`src/rtl/alu_pkg.sv`:
```
// Shared constants for the ALU front end: MIPS funct opcodes, sequencer states
// and the channel map of the button synchroniser.
package alu_pkg;

    localparam int unsigned FUNCT_W = 6;

    localparam logic [FUNCT_W-1:0] OP_ADD = 6'b100000;
    localparam logic [FUNCT_W-1:0] OP_SUB = 6'b100010;
    localparam logic [FUNCT_W-1:0] OP_AND = 6'b100100;
    localparam logic [FUNCT_W-1:0] OP_OR  = 6'b100101;
    localparam logic [FUNCT_W-1:0] OP_XOR = 6'b100110;
    localparam logic [FUNCT_W-1:0] OP_NOR = 6'b100111;
    localparam logic [FUNCT_W-1:0] OP_SRL = 6'b000010;
    localparam logic [FUNCT_W-1:0] OP_SRA = 6'b000011;

    typedef enum logic [1:0] {
        ST_WAIT_A  = 2'd0,
        ST_WAIT_B  = 2'd1,
        ST_WAIT_OP = 2'd2,
        ST_SHOW    = 2'd3
    } state_t;

    // Synchroniser channels: three load buttons, step button, mode switch.
    localparam int unsigned N_CH    = 5;
    localparam int unsigned CH_STEP = 3;
    localparam int unsigned CH_MODE = 4;

endpackage

```
`src/rtl/btn_edge_sync.sv`:
```
// Multi-channel synchroniser with edge history; emits one-cycle rise and fall
// pulses for each synchronised channel.
module btn_edge_sync #(
    parameter int unsigned N           = 5,
    parameter int unsigned SYNC_STAGES = 2
) (
    input  logic         clk,
    input  logic         reset,
    input  logic [N-1:0] i_in,
    output logic [N-1:0] o_sync,
    output logic [N-1:0] o_rise_c,
    output logic [N-1:0] o_fall_c
);

    logic [SYNC_STAGES-1:0][N-1:0] stage_q;
    logic [N-1:0]                  prev_q;

    // Stage 0 takes the raw pins; the last stage is the clean level.
    always_ff @(posedge clk or posedge reset) begin
        if (reset) begin
            stage_q <= '0;
            prev_q  <= '0;
        end else begin
            stage_q <= {stage_q[SYNC_STAGES-2:0], i_in};
            prev_q  <= stage_q[SYNC_STAGES-1];
        end
    end

    assign o_sync   = stage_q[SYNC_STAGES-1];
    assign o_rise_c = o_sync & ~prev_q;
    assign o_fall_c = ~o_sync & prev_q;

endmodule

```
`src/rtl/alu_ctrl_seq.sv`:
```
// ALU front end: synchronised load buttons or a step sequencer capture A, B and
// the opcode from a shared bus; the cycle after each load the result is registered.
module alu_ctrl_seq
    import alu_pkg::*;
#(
    parameter int unsigned NBITS       = 8,
    parameter int unsigned COD_OP      = 6,
    parameter int unsigned SYNC_STAGES = 2
) (
    input  logic             clk,
    input  logic             reset,
    input  logic [2:0]       i_btn,
    input  logic             i_step,
    input  logic             i_mode,
    input  logic [NBITS-1:0] i_data,
    output logic [NBITS-1:0] o_result,
    output logic             o_zero,
    output logic             o_carry,
    output logic             o_overflow,
    output logic             o_valid,
    output logic             o_err,
    output logic [1:0]       o_state
);

    logic [N_CH-1:0] sync_lvl;
    logic [N_CH-1:0] rise_c;
    logic [N_CH-1:0] fall_c;

    btn_edge_sync #(
        .N           (N_CH),
        .SYNC_STAGES (SYNC_STAGES)
    ) u_btn_sync (
        .clk      (clk),
        .reset    (reset),
        .i_in     ({i_mode, i_step, i_btn}),
        .o_sync   (sync_lvl),
        .o_rise_c (rise_c),
        .o_fall_c (fall_c)
    );

    logic mode_c;
    logic mode_chg_c;
    logic step_c;
    logic unused_sync;

    assign mode_c      = sync_lvl[CH_MODE];
    assign mode_chg_c  = rise_c[CH_MODE] | fall_c[CH_MODE];
    assign step_c      = rise_c[CH_STEP];
    assign unused_sync = ^{sync_lvl[CH_STEP:0], fall_c[CH_STEP:0]};

    state_t state_q;
    state_t state_d;
    logic   ld_a_c;
    logic   ld_b_c;
    logic   ld_op_c;

    always_ff @(posedge clk or posedge reset) begin
        if (reset) begin
            state_q <= ST_WAIT_A;
        end else begin
            state_q <= state_d;
        end
    end

    // Manual mode pins the sequencer in WAIT_A; a mode change swallows a coincident step.
    always_comb begin
        state_d = state_q;
        ld_a_c  = 1'b0;
        ld_b_c  = 1'b0;
        ld_op_c = 1'b0;
        if (!mode_c) begin
            state_d = ST_WAIT_A;
            ld_a_c  = rise_c[0];
            ld_b_c  = rise_c[1];
            ld_op_c = rise_c[2];
        end else if (mode_chg_c) begin
            state_d = ST_WAIT_A;
        end else if (step_c) begin
            case (state_q)
                ST_WAIT_A: begin
                    ld_a_c  = 1'b1;
                    state_d = ST_WAIT_B;
                end
                ST_WAIT_B: begin
                    ld_b_c  = 1'b1;
                    state_d = ST_WAIT_OP;
                end
                ST_WAIT_OP: begin
                    ld_op_c = 1'b1;
                    state_d = ST_SHOW;
                end
                default: begin
                    state_d = ST_WAIT_A;
                end
            endcase
        end
    end

    assign o_state = state_q;

    logic [NBITS-1:0]  a_q;
    logic [NBITS-1:0]  b_q;
    logic [COD_OP-1:0] op_q;
    logic              exec_q;
    logic              op_ld_q;

    always_ff @(posedge clk or posedge reset) begin
        if (reset) begin
            a_q     <= '0;
            b_q     <= '0;
            op_q    <= '0;
            exec_q  <= 1'b0;
            op_ld_q <= 1'b0;
        end else begin
            if (ld_a_c)  a_q  <= i_data;
            if (ld_b_c)  b_q  <= i_data;
            if (ld_op_c) op_q <= i_data[COD_OP-1:0];
            exec_q  <= ld_a_c | ld_b_c | ld_op_c;
            op_ld_q <= ld_op_c;
        end
    end

    // Returns {supported, overflow, carry, result}; opcode bits above the funct
    // field must be zero, which the zero-extended case labels enforce.
    function automatic logic [NBITS+2:0] alu_eval(
        input logic [NBITS-1:0]  a,
        input logic [NBITS-1:0]  b,
        input logic [COD_OP-1:0] op
    );
        logic [NBITS:0]   wide;
        logic [NBITS-1:0] res;
        logic             c;
        logic             v;
        logic             ok;
        wide = '0;
        res  = '0;
        c    = 1'b0;
        v    = 1'b0;
        ok   = 1'b1;
        case (op)
            COD_OP'(OP_ADD): begin
                wide = {1'b0, a} + {1'b0, b};
                res  = wide[NBITS-1:0];
                c    = wide[NBITS];
                v    = (a[NBITS-1] == b[NBITS-1]) && (res[NBITS-1] != a[NBITS-1]);
            end
            COD_OP'(OP_SUB): begin
                wide = {1'b0, a} - {1'b0, b};
                res  = wide[NBITS-1:0];
                c    = wide[NBITS];
                v    = (a[NBITS-1] != b[NBITS-1]) && (res[NBITS-1] != a[NBITS-1]);
            end
            COD_OP'(OP_AND): res = a & b;
            COD_OP'(OP_OR):  res = a | b;
            COD_OP'(OP_XOR): res = a ^ b;
            COD_OP'(OP_NOR): res = ~(a | b);
            COD_OP'(OP_SRL): begin
                if (b >= NBITS'(NBITS)) res = '0;
                else                    res = a >> b;
            end
            COD_OP'(OP_SRA): begin
                if (b >= NBITS'(NBITS)) res = {NBITS{a[NBITS-1]}};
                else                    res = $signed(a) >>> b;
            end
            default: ok = 1'b0;
        endcase
        return {ok, v, c, res};
    endfunction

    logic [NBITS+2:0] alu_c;
    logic [NBITS-1:0] alu_res_c;
    logic             alu_ok_c;

    assign alu_c     = alu_eval(a_q, b_q, op_q);
    assign alu_res_c = alu_c[NBITS-1:0];
    assign alu_ok_c  = alu_c[NBITS+2];

    // Unsupported opcodes leave result/flags untouched and raise the sticky error.
    always_ff @(posedge clk or posedge reset) begin
        if (reset) begin
            o_result   <= '0;
            o_zero     <= 1'b0;
            o_carry    <= 1'b0;
            o_overflow <= 1'b0;
            o_valid    <= 1'b0;
            o_err      <= 1'b0;
        end else begin
            o_valid <= 1'b0;
            if (exec_q) begin
                if (alu_ok_c) begin
                    o_result   <= alu_res_c;
                    o_zero     <= (alu_res_c == '0);
                    o_carry    <= alu_c[NBITS];
                    o_overflow <= alu_c[NBITS+1];
                    o_valid    <= 1'b1;
                    if (op_ld_q) o_err <= 1'b0;
                end else begin
                    o_err <= 1'b1;
                end
            end
        end
    end

endmodule

```
`config.mk`:
```
export PLATFORM = sky130hd
export DESIGN_NAME = alu_ctrl_seq
export DESIGN_NICKNAME = d
export VERILOG_FILES = /design/src/rtl/alu_pkg.sv /design/src/rtl/btn_edge_sync.sv /design/src/rtl/alu_ctrl_seq.sv
export SDC_FILE = /design/constraint.sdc
export NUM_CORES = 1
export LEC_CHECK = 0
export CAP_MARGIN = 30
export CORE_AREA = 4 4 93 95
export DETAILED_ROUTE_END_ITERATION = 10
export DIE_AREA = 0 0 97 99
export PLACE_DENSITY = 0.71
export SETUP_SLACK_MARGIN = 0.02
export SYNTH_ARGS = -nofsm -noshare
export SYNTH_HDL_FRONTEND = slang
export SYNTH_HIERARCHICAL = 1
export SYNTH_SLANG_ARGS = --single-unit
```
`constraint.sdc`:
```
create_clock -name clk -period 8.75 [get_ports clk]
set_clock_uncertainty 0.2 [all_clocks]
set_input_delay 1.75 -clock clk [delete_from_list [all_inputs] [get_ports clk]]
set_output_delay 1.75 -clock clk [all_outputs]
set_load 0.05 [all_outputs]
```
# Word level (Yosys, flattened, before mapping)
# Index checks and enable logic that the tools add are counted.
dict set report word_totals {
  register_bits 54
  inputBits 15
  word_cells 80
}
dict set report op_classes {
  addsub 2
  magnitude_cmp 1
  n_eq_ne 16
  shifts 2
  n_mux 26
  n_bitwise 11
  n_reduce_logical 7
}
# op count
set ops {}
lappend ops {{$pmux W8 S8} 1}
lappend ops {{$eq A6 B6 Y1 const B} 6}
lappend ops {{$mux W1} 17}
lappend ops {{$mux W8} 2}
lappend ops {{$eq A6 B2 Y1 const B} 2}
lappend ops {{$and A5 B5 Y5} 2}
lappend ops {{$not A5 Y5} 2}
lappend ops {{$add A8 B8 Y9} 1}
lappend ops {{$sub A8 B8 Y9} 1}
lappend ops {{$and A8 B8 Y8} 1}
lappend ops {{$ge A8 B4 Y1 const B} 1}
lappend ops {{$logic_not A8 Y1} 1}
lappend ops {{$not A8 Y8} 1}
lappend ops {{$or A8 B8 Y8} 1}
lappend ops {{$reduce_or A8 Y1} 1}
lappend ops {{$shr A8 B8 Y8} 1}
lappend ops {{$sshr A8 B8 Y8} 1}
lappend ops {{$xor A8 B8 Y8} 1}
lappend ops {{$mux W2} 3}
lappend ops {{$pmux W2 S3} 1}
lappend ops {{$pmux W1 S2} 2}
lappend ops {{$reduce_and A2 Y1} 2}
lappend ops {{$ne A1 B1 Y1} 3}
lappend ops {{$ne A3 B3 Y1 const B} 1}
lappend ops {{7 further kinds} 10}

# Depth between registers and ports, before layout
# Gate-level depths: netlist of run 1.
dict set report logic_depth {
  word_depth 7
  mapped_depth 11
  ltp_nobuf 11
}

# Modules after synthesis
# The synthesis of run 1 kept the hierarchy.
# module n_inst cells_each area_per_inst_um2 seq_area_each_um2
set by_module_without_submodules {}
lappend by_module_without_submodules {alu_ctrl_seq 1 374 3331.9 975.9}
lappend by_module_without_submodules {btn_edge_sync 1 31 504.2 375.4}

# Worst setup path after synthesis of run 1
# OpenSTA, ideal clock, no wires.
dict set report synth_path {
  kind {reg2reg}
  start {reg b_q[2]}
  end {reg o_zero}
  t_arrival_ps 2696
  t_required_ps 8482
  slack_ps 5786
  stages_incl_launch_ff 12
  synth_period_minus_slack_ps 2964
  path_cell_list {dfrtp_1 clkbuf_1 inv_1 ha_1 clkbuf_1 inv_1 a311o_1 a41o_1 nor2_1 xnor2_1 a2111oi_0 a32o_1}
}
dict set report synth_via {
  elab_chain_len 4
}
# element line_no
set synth_lines {}
lappend synth_lines {{start, declared} alu_ctrl_seq.sv:102} ;# logic [NBITS-1:0] b_q;
lappend synth_lines {{start signal, assigned} alu_ctrl_seq.sv:116} ;# if (ld_b_c) b_q <= i_data;
lappend synth_lines {{$ge A8 B4 Y1, or another cell as far along} {alu_ctrl_seq.sv:158, alu_ctrl_seq.sv:162}}
lappend synth_lines {{$mux W8, or another cell as far along} alu_ctrl_seq.sv:162} ;# if (b >= NBITS'(NBITS)) res = {NBITS{a[NBITS-1]}};
lappend synth_lines {{$pmux W8 S8 (*)} alu_ctrl_seq.sv:140} ;# case (op)
lappend synth_lines {{$logic_not A8 Y1 (*)} alu_ctrl_seq.sv:192} ;# o_zero <= (alu_res_c == '0);
lappend synth_lines {{end signal, assigned} alu_ctrl_seq.sv:192}
lappend synth_lines {{end, declared} alu_ctrl_seq.sv:17} ;# output logic o_zero,
# Every way passes the cells marked *; elsewhere a longest branch is shown, timed or not.
# A chain may end at the register's enable or synchronous reset.

# Final worst setup path of run 1
dict set report layout_path {
  start {reg state_q[1], in the netlist o_state[1]}
  end {out o_state[1]}
}
# element line_no
set layout_lines {}
lappend layout_lines {{start, declared} alu_ctrl_seq.sv:51} ;# state_t state_q;
lappend layout_lines {{start signal, assigned} alu_ctrl_seq.sv:61} ;# state_q <= state_d;
lappend layout_lines {{end, declared} alu_ctrl_seq.sv:22} ;# output logic [1:0] o_state
# No word-level cell between the ends.

==> metrics.yaml, run 1 <==
clocking:
  numCtsBuffers: 5
  cts-root-buf: "clkbuf_8"
  cts_sinks: 54
  ctsHtreeMaxLevel: 2
  cts.repair.resized: 0
  clock_path_buffers: 2
  holdBufCountCts: 0
  cts_tree: "done"
  cts_setup_buffers: 0
  clk_latency_ns: 0.31
  cts.clk_slew.worst_paths_ns: 0.10
power:
  clkPwrFrac_pct: 17.2
  vdd_ir_drop_max_mv: 0.102
  p_sw_mw: 0.444
  finalPower_mw: 1.03
  swShare_pct: 43.3
  p_seq_share_pct: 35.9
  power_frac_comb_pct: 46.9
  internal_power_mw: 0.582
  power_density_mw_per_mm2: 242
  leakagePower_nw: 1.82
route:
  dr.first_iter.drc_count: 281
  viasPerCell: 6.13
  vias: 3168
  antenna_left: 0
  routed_wirelength_um: 9340
  post_drt_wl_per_cell_um: 18.1
  drt-pass1-iter-count: 5
  drc: 0
worst_setup_path:
  crit_buf_inv: 1
  cp.required_ns: 6.80
  path_delay_family: "buffers and inverters"
  path_class: "flip-flop to output port"
  cpMaxStageDelayCell: "clkdlybuf4s50_1"
  cpPeakStageDelay_ns: 0.82
  worstPathMaxFanout: 4
  crit_path_cell_trace: "clkdlybuf4s50_1"
  worstSetupStartpointType: "flip-flop"
  worstPathArrival_ns: 1.52
  endpoint_kind: "output port"
status:
  outcome: "finished, final reports clean"
global_route:
  grt_first_pass_wirelength_um: 15500
  grt-ovfl-total: 0
  track_usage_pct: 19.7
  grt_start_max_net_pins: 40
  grt_pass1_vias: 3113
  antenna_found_initial: 0
placement:
  dpl_cell_area_mm2: 0.00411
  gp_congestion: 0.927
  io_buffers: 29
  dp_hpwl_um: 7150
timing:
  fin_crit_sh_pct: 39.7
  hold_viol: 0
  rsz0062_at_grt: "no"
  slew_violations: 0
  fin_crit_ns: 3.47
  tns_ns: 0
  whs_ns: 0.159
  clock.fmax_ghz: 0.288
  max_slew_margin_pct: 29.1
  finalSetupViolations: 0
  worst_pin_slew_ns: 1.06
floorplan:
  die_area_mm2: 0.00960
  die_x_um: 97
  fp.dieH_um: 99
  core-area_mm2: 0.00773
  ioPinCount: 30
  std_cell_rows: 32
  start_util_pct: 48.8
hold_path:
  hp-class: "flip-flop to flip-flop"
logic_synthesis:
  netlist_area_mm2: 0.00377
  synth_fp_nets: 443
  syn_area_per_cell_um2: 9.50
  ys_warn_count: 6
  synthCells: 397
cells_and_area:
  nets: 460
  postLayoutCoreUtil_pct: 54.7
  drive_above_1_share_pct: 12.3
  fillCellCount: 703
  n_antenna_cell: 0
  postLayoutCellArea_mm2: 0.00423
  areaGrowthSynthToFinish_pct: 12.2
flow_run:
  maxCapViolCount: 0
power by group through the flow:
stage | sequential (mW) | combinational (mW) | clock (mW)
global placement | 0.369 | 0.471 | 0
global route | 0.377 | 0.524 | 0.193
finish | 0.368 | 0.481 | 0.177
floorplan | 0.387 | 0.319 | 0
detailed placement | 0.372 | 0.475 | 0
CTS | 0.366 | 0.477 | 0.181
state kept, by name, indices dropped and copies added (netlist names), 2 cells and up:
name                count
a_q                     8
b_q                     8
o_result                8
o_state                 2
op_q                    6
u_btn_sync/o_sync       5
u_btn_sync/prev_q       5
u_btn_sync/stage_q      5
routing by layer:
metal	GRT usage, %	wire length (um)	part of all wire [%]
met3	3.82	586	6.3
met1	26.0	3970	43
met4	8.64	333	3.6
met2	31.5	4450	48
met5	0	0	0
cells in the final DEF, fill, tap and decap left out, drive strengths merged, types with 6 or more instances in the layout:
cell,n
mux2i,12
nor4,6
clkdlybuf4s50,29
nand2,22
dfrtp,54
nor3,10
nand3,12
mux2,25
and2b,6
xnor2,7
o21ai,19
a211oi,10
inv,36
nor2,23
ha,29
a21oi,26
clkbuf,6
metrics by stage:
stage	cells	setup slack [ns]
2_1_floorplan	397	5.79
3_3_place_gp	508	5.49
3_5_place_dp	509	5.49
4_1_cts	517	5.26
5_1_grt	517	5.22
6_report	517	5.28
worst paths after layout:
kind | startpoint | cells after the start | end | slack [ns]
worst max-delay path | o_state[1] | 1 | o_state[1] | 5.28
worst max register to register | b_q[2] | 9 | o_zero | 5.41
worst min register to register | u_btn_sync/stage_q[3] | 0 | u_btn_sync/o_sync[3] | 0.16
min in group asynchronous | reset | 2 | u_btn_sync/stage_q[1] | 1.60
worst min-delay path | u_btn_sync/stage_q[3] | 0 | u_btn_sync/o_sync[3] | 0.16
max in group asynchronous | reset | 3 | b_q[7] | 6.31
final cells by class:
cell class | instances | area, um^2 | share of cell area (%)
Clock inverter | 2 | 38.8 | 0.917
Tap cell | 102 | 128 | 3.02
Clock buffer | 6 | 82.6 | 1.95
Inverter | 36 | 135 | 3.19
Multi-Input combinational cell | 286 | 2190 | 51.8
Timing Repair Buffer | 31 | 303 | 7.16
Sequential cell | 54 | 1350 | 31.9
Power figures use the tool's default switching activity.
==> run 2, diff against run 1 <==
- clock period: 8.75 -> 3.4 ns (I/O delays scaled with it)
==> metrics.yaml, run 2 (synthesized netlist as in run 1, its figures left out) <==
route:
  antenna_left: 0
  drt-pass1-iter-count: 6
  post_drt_wl_per_cell_um: 17.9
  viasPerCell: 5.96
  routed_wirelength_um: 9460
  drc: 0
  vias: 3148
  dr.first_iter.drc_count: 387
timing:
  rsz0062_at_grt: "no"
  clock.fmax_ghz: 0.328
  worst_pin_slew_ns: 0.857
  fin_crit_ns: 3.05
  hold_viol: 0
  timing.final.ws_setup_ns: 0.350
  tns_ns: 0
  whs_ns: 0.159
  slew_violations: 0
  max_slew_margin_pct: 42.9
  finalSetupViolations: 0
  fin_crit_sh_pct: 89.7
floorplan:
  start_util_pct: 48.8
  die_x_um: 97
  ioPinCount: 30
  std_cell_rows: 32
  fp.dieH_um: 99
  core-area_mm2: 0.00773
  die_area_mm2: 0.00960
clocking:
  clk_latency_ns: 0.32
  clock_path_buffers: 2
  numCtsBuffers: 5
  cts_setup_buffers: 0
  cts_tree: "done"
  cts.repair.resized: 0
  holdBufCountCts: 0
  cts.clk_slew.worst_paths_ns: 0.11
  ctsHtreeMaxLevel: 2
  cts-root-buf: "clkbuf_8"
  cts_sinks: 54
worst_setup_path:
  worstPathMaxFanout: 9
  rr_startpoint: "b_q[2]"
  cpPeakStageDelay_ns: 0.52
  crit_start: "b_q[2]"
  crit_path_cell_trace: "inv_1 > ha_1 > inv_1 > a311o_1 > a41o_1 > nor2_1 > xnor2_1 > a2111oi_0 > a32o_1"
  worstPathArrival_ns: 3.12
  path_class: "flip-flop to flip-flop"
  path_delay_family: "compound AO/OA/AOI/OAI gates"
  crit_buf_inv: 2
  endpoint_kind: "flip-flop"
  cp.required_ns: 3.47
  cpMaxStageDelayCell: "dfrtp_1"
  worstSetupStartpointType: "flip-flop"
  crit_top_cell: "inv_1"
  reg2reg_slack_ns: 0.35
cells_and_area:
  nets: 471
  fillCellCount: 687
  n_antenna_cell: 0
  final_cell_mix: "dfrtp_1 (54), inv_1 (35), ha_1 (29), clkdlybuf4s50_1 (29), a21oi_1 (26)"
  areaGrowthSynthToFinish_pct: 13.8
  drive_above_1_share_pct: 14.6
  postLayoutCoreUtil_pct: 55.5
  final_common_cell: "dfrtp_1"
  reg_top3: "a_q x8, b_q x8, o_result x8"
placement:
  io_buffers: 29
  dp_slack_ns: 0.420
  gp_congestion: 0.914
  dp_hpwl_um: 7360
power:
  power_frac_comb_pct: 51.1
  p_sw_mw: 1.14
  vdd_ir_drop_max_mv: 0.255
  internal_power_mw: 1.43
  clkPwrFrac_pct: 15.3
  power_density_mw_per_mm2: 600
  swShare_pct: 44.4
  finalPower_mw: 2.58
  leakagePower_nw: 1.86
  p_seq_share_pct: 33.6
global_route:
  track_usage_pct: 20.0
  grt-ovfl-total: 0
  grt_pass1_vias: 3129
  grt_first_pass_wirelength_um: 15600
  antenna_found_initial: 0
  grt_start_max_net_pins: 40
status:
  outcome: "finished, final reports clean"
hold_path:
  worstHoldStart: "u_btn_sync/stage_q[2]"
  hp-class: "flip-flop to flip-flop"
flow_run:
  maxCapViolCount: 0
run 2: cell types whose count changed in the layout (fill, tap and decap cells not counted), sizes merged:
cell / before / now
clkinv: 1 / 3
buf: 2 / 13
clkbuf: 6 / 5
bufinv: 1 / 0
run 2: through the flow:
step                      cell area [um^2]  instances
after global placement                4190        520
after floorplan                       3770        397
after CTS                             4290        528
after detailed placement              4190        520
final                                 4290        528
after global routing                  4290        528
run 2: path summary, 6_finish.rpt:
| check | end | cells after the start |
|---|---|---|
| min in group asynchronous | u_btn_sync/prev_q[0] | 2 |
| hold / removal | u_btn_sync/o_sync[2] | 0 |
| max in group asynchronous | b_q[6] | 3 |
| setup reg to reg | o_zero | 9 |
| setup / recovery | o_zero | 9 |
| hold reg to reg | u_btn_sync/o_sync[2] | 0 |
run 2: power by group through the flow:
stage	Clock, mW	Sequential (mW)	Combinational [mW]
2_1_floorplan	0	0.996	0.822
3_3_place_gp	0	0.873	1.28
3_5_place_dp	0	0.878	1.30
4_1_cts	0.408	0.864	1.31
5_1_grt	0.428	0.885	1.43
6_report	0.393	0.867	1.32
run 2: final cells by class:
type	count	area (um^2)	area share, %
Clock buffer	5	68.8	1.60
Clock inverter	3	28.8	0.671
Inverter	36	135	3.15
Multi-Input combinational cell	286	2190	51.1
Timing Repair Buffer	42	388	9.04
Tap cell	102	128	2.97
Sequential cell	54	1350	31.5
run 2: routing by layer:
layer  wire, um  track usage [%]  vias to the layer above
met1       3980             25.8                     1488
met5          0                0                        -
li1           -                -                     1502
met2       4750             34.7                      131
met4        218             6.16                        0
met3        510             3.04                       27
==> run 3, diff against run 2 <==
- CORE_AREA: 4 4 93 95 -> 4 4 92 94
- DIE_AREA: 0 0 97 99 -> 0 0 96 98
- PLACE_DENSITY: 0.71 -> 0.73
- SYNTH_HIERARCHICAL: 1 -> not set
- clock period: 3.4 -> 2.5 ns (I/O delays scaled with it)
==> metrics.yaml, run 3 <==
power:
  vdd_ir_drop_max_mv: 0.412
  finalPower_mw: 3.99
  clkPwrFrac_pct: 13.2
  p_sw_mw: 1.69
  swShare_pct: 42.4
  power_frac_comb_pct: 58.2
  leakagePower_nw: 2.25
  internal_power_mw: 2.30
  p_seq_share_pct: 28.7
  power_density_mw_per_mm2: 792
route:
  dr.first_iter.drc_count: 201
  routed_wirelength_um: 10800
  drt-pass1-iter-count: 5
  drc: 0
  post_drt_wl_per_cell_um: 18.2
  viasPerCell: 5.80
  vias: 3422
  antenna_left: 0
cells_and_area:
  layout.cells.non_filler: 590
  postLayoutCoreUtil_pct: 65.9
  final_common_cell: "buf_4"
  final_cell_mix: "buf_4 (80), dfrtp_1 (50), clkdlybuf4s50_1 (29)"
  nets: 533
  reg_top3: "a_q x8, b_q x8, o_result x8"
  areaGrowthSynthToFinish_pct: 36.1
  n_antenna_cell: 0
  drive_above_1_share_pct: 35.7
  postLayoutCellArea_mm2: 0.00504
timing:
  fin_crit_sh_pct: 105
  rsz0062_at_grt: "yes"
  whs_ns: 0.157
  hold_viol: 0
  timing.final.ws_setup_ns: -0.127
  tns_ns: -0.208
  clock.fmax_ghz: 0.381
  fin_crit_ns: 2.63
  max_slew_margin_pct: 44.2
  slew_violations: 0
  worst_pin_slew_ns: 0.835
  finalSetupViolations: 4
status:
  outcome: "finished with violations"
  violations: "negative setup slack"
placement:
  dpl_cell_area_mm2: 0.00467
  dp_slack_ns: -0.273
  io_buffers: 29
  dp_cells: 572
  gp_congestion: 0.966
  dp_hpwl_um: 8180
clocking:
  numCtsBuffers: 5
  clock_path_buffers: 2
  clk_latency_ns: 0.31
  cts.clk_slew.worst_paths_ns: 0.12
  cts_tree: "done"
  cts-root-buf: "clkbuf_8"
  ctsHtreeMaxLevel: 2
  cts_sinks: 54
  holdBufCountCts: 0
logic_synthesis:
  synth.top_cell.area_share_pct: 36.5
  synth_flop_cell: "dfrtp_1"
  yosysSeqAreaShare_pct: 36.5
  syn_area_per_cell_um2: 9.67
  synthCells: 383
  synthTopCellsByArea: "dfrtp_1 (36%), ha_1 (9.8%), mux2_2 (8.8%)"
  synth_fp_nets: 429
  yosysMostFrequentCell: "dfrtp_1"
  ys_warn_count: 0
  netlist_area_mm2: 0.00370
  ys_types: 63
  ys_seq_elements: 54
  synth_edf_count: 0
  async_flop_share_pct: 100
  yosysTopAreaCell: "dfrtp_1"
  ys_top_cells_by_count: "dfrtp_1 (54), inv_1 (30), ha_1 (29), mux2_2 (29), a21oi_1 (24)"
global_route:
  grt-ovfl-total: 0
  grt_first_pass_wirelength_um: 17200
  antenna_found_initial: 0
  grt_pass1_vias: 3487
  grt_start_max_net_pins: 55
  track_usage_pct: 23.5
worst_setup_path:
  path_class: "flip-flop to flip-flop"
  worstPathMaxFanout: 3
  r2r_end: "o_zero"
  worstSetupStartpointType: "flip-flop"
  r2r_cells: 10
  reg2reg_slack_ns: -0.13
  endpoint_kind: "flip-flop"
  worstPathArrival_ns: 2.65
  rr_startpoint: "a_q[0]"
  cp.required_ns: 2.53
floorplan:
  fp.dieH_um: 98
  core-area_mm2: 0.00765
  die_x_um: 96
  start_util_pct: 48.4
  std_cell_rows: 32
  die_area_mm2: 0.00941
  ioPinCount: 30
hold_path:
  worstHoldStart: "u_btn_sync.stage_q[2]"
  hp-class: "flip-flop to flip-flop"
  whs_path_depth: 0
  worstHoldEndpoint: "u_btn_sync.o_sync[2]"
flow_run:
  maxCapViolCount: 0
==> run 3: worst max-delay path, cell delays in order, from the launching register on <==
cell and delay (ns):
dfrtp_1 0.40, inv_2 0.07, ha_4 0.16, inv_2 0.05, fa_2 0.44, mux2i_1 0.18, o32a_1 0.20, o211ai_1 0.13
nor4_1 0.34, nand4_1 0.16, o41ai_2 0.22
==> run 3: worst max-delay path by stage <==
| stage | startpoint | to | depth (start not counted) |
|---|---|---|---|
| 3_5_place_dp | b_q[0] | o_zero | 9 |
| 6_report | a_q[0] | o_zero | 10 |
| 4_1_cts | a_q[0] | o_zero | 11 |
| 2_1_floorplan | b_q[1] | o_zero | 11 |
| 5_1_grt | b_q[0] | o_zero | 9 |
| 3_3_place_gp | a_q[0] | o_zero | 11 |
==> run 3: cell families after synthesis <==
logic type	synth area share [%]
AOI/OAI and AO/OA	17.2
adders and majority gates	10.9
and+or+nand+nor	14.2
buffers and inverters	5.27
muxes	14.1
xor gates and xnor gates	1.89
DFF	36.5
==> run 3: cell type report <==
cell class | count | area (um^2)
multi-input cells | 280 | 2370
inverters | 33 | 134
clock inverters | 3 | 28.8
fillers | 619 | 2610
flip-flops and latches | 54 | 1360
well taps | 102 | 128
clock buffers | 5 | 68.8
repair buffers | 113 | 953
==> run 3: layer usage <==
layer	part of all wire, %	routed length [um]	track usage [%]
met4	3.2	349	6.89
met2	48	5180	37.8
met1	43	4590	31.8
met5	0	0	0
met3	5.9	635	4.47
==> run 3: power groups by stage <==
stage          sequential, mW  clock [mW]  combinational [mW]
6_report                 1.14       0.527                2.32
5_1_grt                  1.16       0.578                2.48
4_1_cts                  1.14       0.534                2.18
3_5_place_dp             1.15           0                2.05
3_3_place_gp             1.14           0                2.01
2_1_floorplan            1.31           0                1.09
==> run 3: what timing repair did <==
| item | in CTS | in global routing |
|---|---|---|
| resized for setup | 30 | 19 |
| buffers inserted | 7 | 4 |
| pin swaps | 5 | 10 |
| endpoints found under the setup margin | 9 | 10 |
| hold endpoints to repair | 0 | 0 |
==> patch: new RTL, flow settings as in run 3 <==
Take the reset off `stage_q` and load it in a clocked block of its own.
--- a/src/rtl/btn_edge_sync.sv
+++ b/src/rtl/btn_edge_sync.sv
@@ -18,12 +18,14 @@
     // Stage 0 takes the raw pins; the last stage is the clean level.
     always_ff @(posedge clk or posedge reset) begin
         if (reset) begin
-            stage_q <= '0;
             prev_q  <= '0;
         end else begin
-            stage_q <= {stage_q[SYNC_STAGES-2:0], i_in};
             prev_q  <= stage_q[SYNC_STAGES-1];
         end
+    end
+
+    always_ff @(posedge clk) begin
+        stage_q <= {stage_q[SYNC_STAGES-2:0], i_in};
     end
 
     assign o_sync   = stage_q[SYNC_STAGES-1];
Behaviour: not the same (Yosys sat finds a counterexample within 4 cycles, from zero or initial values and one cycle with reset high).
==> patch against run 3 <==
The flow still finishes with violations (setup timing). Die area is the same. Wire length shrank 9.8%. Sequential share of layout area is essentially flat. Total power shrank 2.0%. Clock power shrank 2%. Design area shrank 3.6%. Area after synthesis shrank 0.14%. Worst setup slack gained 0.016 ns. Sequential cell count is the same. Fmax grew 0.60%. Critical endpoint unchanged. Largest cell class unchanged.
==> patch: results (changes against run 3) <==
* Register area share after synthesis at 35.19% (-1.3 points)
* Asr flop ratio synth at 81.48% (-19 points)
* Syn avg cell area at 9.480 um^2 (-1.9%)
* Layout cells sized above 1 at 34.59% (-1.1 points)
* Core Util, Final at 63.53% (-2.4 points)
* Initial drt markers at 259 (+29%)
* Net Count, Synth at 436 (+1.6%)
* Buffering overhead at 17.13% (-1.8 points)
* Post-DR wirelength/cell at 16.75 um (-8.1%)
* CP max FO at 4 (+1)
* Via density at 5.592 (-3.6%)
* R2R cell count at 9 (-1)
* Tot GR Track Use at 21.09% (-2.4 points)
* Maximum vdd ir drop at 0.4054 mV (-1.7%)
* Reg-to-reg startpoint: b_q[1]
* Placed cells at 564 (-1.4%)
* Placed cell areas at 4532 um^2 (-2.9%)
* Fillers at 623 (+0.65%)
* Outcome: complete, but fails checks
* Vias in the first global route at 3208 (-8.0%)
* Slowest CP cell: dfrtp_2
* Critical Path AT at 2.63 ns (-0.02 ns)
* Final worst slack at -0.1114 ns (+0.01561 ns)
* Final net count at 522 (-2.1%)
* Largest cells by area after synthesis: dfrtp_1, ha_1, mux2_2
* Total iterations of the first detailed-routing run at 4 (-1)
* Clock-cell share of area at 1.957% (+0.020 points)
* Invs w/o clock at 30 (-9.1%)
* Final instance area at 4858 um^2 (-3.6%)
* Placer congestion estimate at 0.9395 (-2.7%)
* Signal buffers at 98 (-13%)
* Fraction of area in multi-input gates at 48.91% (+1.9 points)
* Cell family with most CP delay: compound AO/OA/AOI/OAI gates
* Failing checks: setup timing
* Total Wirelength at 9696 um (-9.8%)
* Setup Viol. Count Final at 4 (unchanged)
* Hpwl dp at 7483 um (-8.5%)
* Leakage power at 2.142 nW (-4.6%)
* Largest net degree at the start of global routing at 45 (-18%)
* Distinct cells, synth at 62 (-1.6%)
* Multi-input gates at 287 (+2.5%)
* Hold Path Sink: u_btn_sync.o_sync[3]
* Synth top cells by count: dfrtp_1, nand2_1, ha_1, inv_1, a21oi_1
==> patch: stage by stage <==
stage          power, mW  setup slack, ns  TNS [ns]  hold WS, ns
3_5_place_dp       3.189          -0.1880   -0.3699       0.1154
6_report           3.912          -0.1114   -0.2286       0.1361
5_1_grt            4.168          -0.2370   -0.6250       0.1394
4_1_cts            3.728          -0.1258   -0.2744       0.1361
2_1_floorplan      2.477          -0.1291   -0.2302       0.1096
3_3_place_gp       3.164          -0.1398   -0.2503       0.1105
==> patch: logic make-up after synthesis <==
family	after synthesis	synth area share, %
adders and majority gates	31	10.90
xor gates and xnor gates	8	1.895
DFF	54	35.19
muxes	42	12.93
and+or+nand+nor	108	15.43
AOI/OAI and AO/OA	98	18.00
buffers and inverters	49	5.651
==> patch: routing by layer <==
metal / global-route usage, % / wire (um)
met1: 30.04 / 4235
met2: 34.63 / 4678
met3: 2.080 / 619
met4: 4.267 / 163
met5: 0 / 0
==> patch: what timing repair did <==
action | CTS | global route
resized for setup | 5 | 43
setup endpoints to repair | 5 | 11
setup buffers | 4 | 5
gates cloned | 0 | 0
pin swaps | 2 | 15
==> patch: worst max path at each step <==
stage                     startpoint      to  slack, ns
final                         b_q[1]  o_zero      -0.11
after global routing          a_q[0]  o_zero      -0.24
after CTS                     b_q[1]  o_zero      -0.13
after detailed placement      a_q[0]  o_zero      -0.19
after global placement        a_q[0]  o_zero      -0.14
after floorplan               b_q[1]  o_zero      -0.13
==> patch: where the power goes <==
group | internal [mW] | switching (mW)
Sequential | 1.01 | 0.122
Combinational | 1.05 | 1.22
Clock | 0.207 | 0.309
Total | 2.27 | 1.65
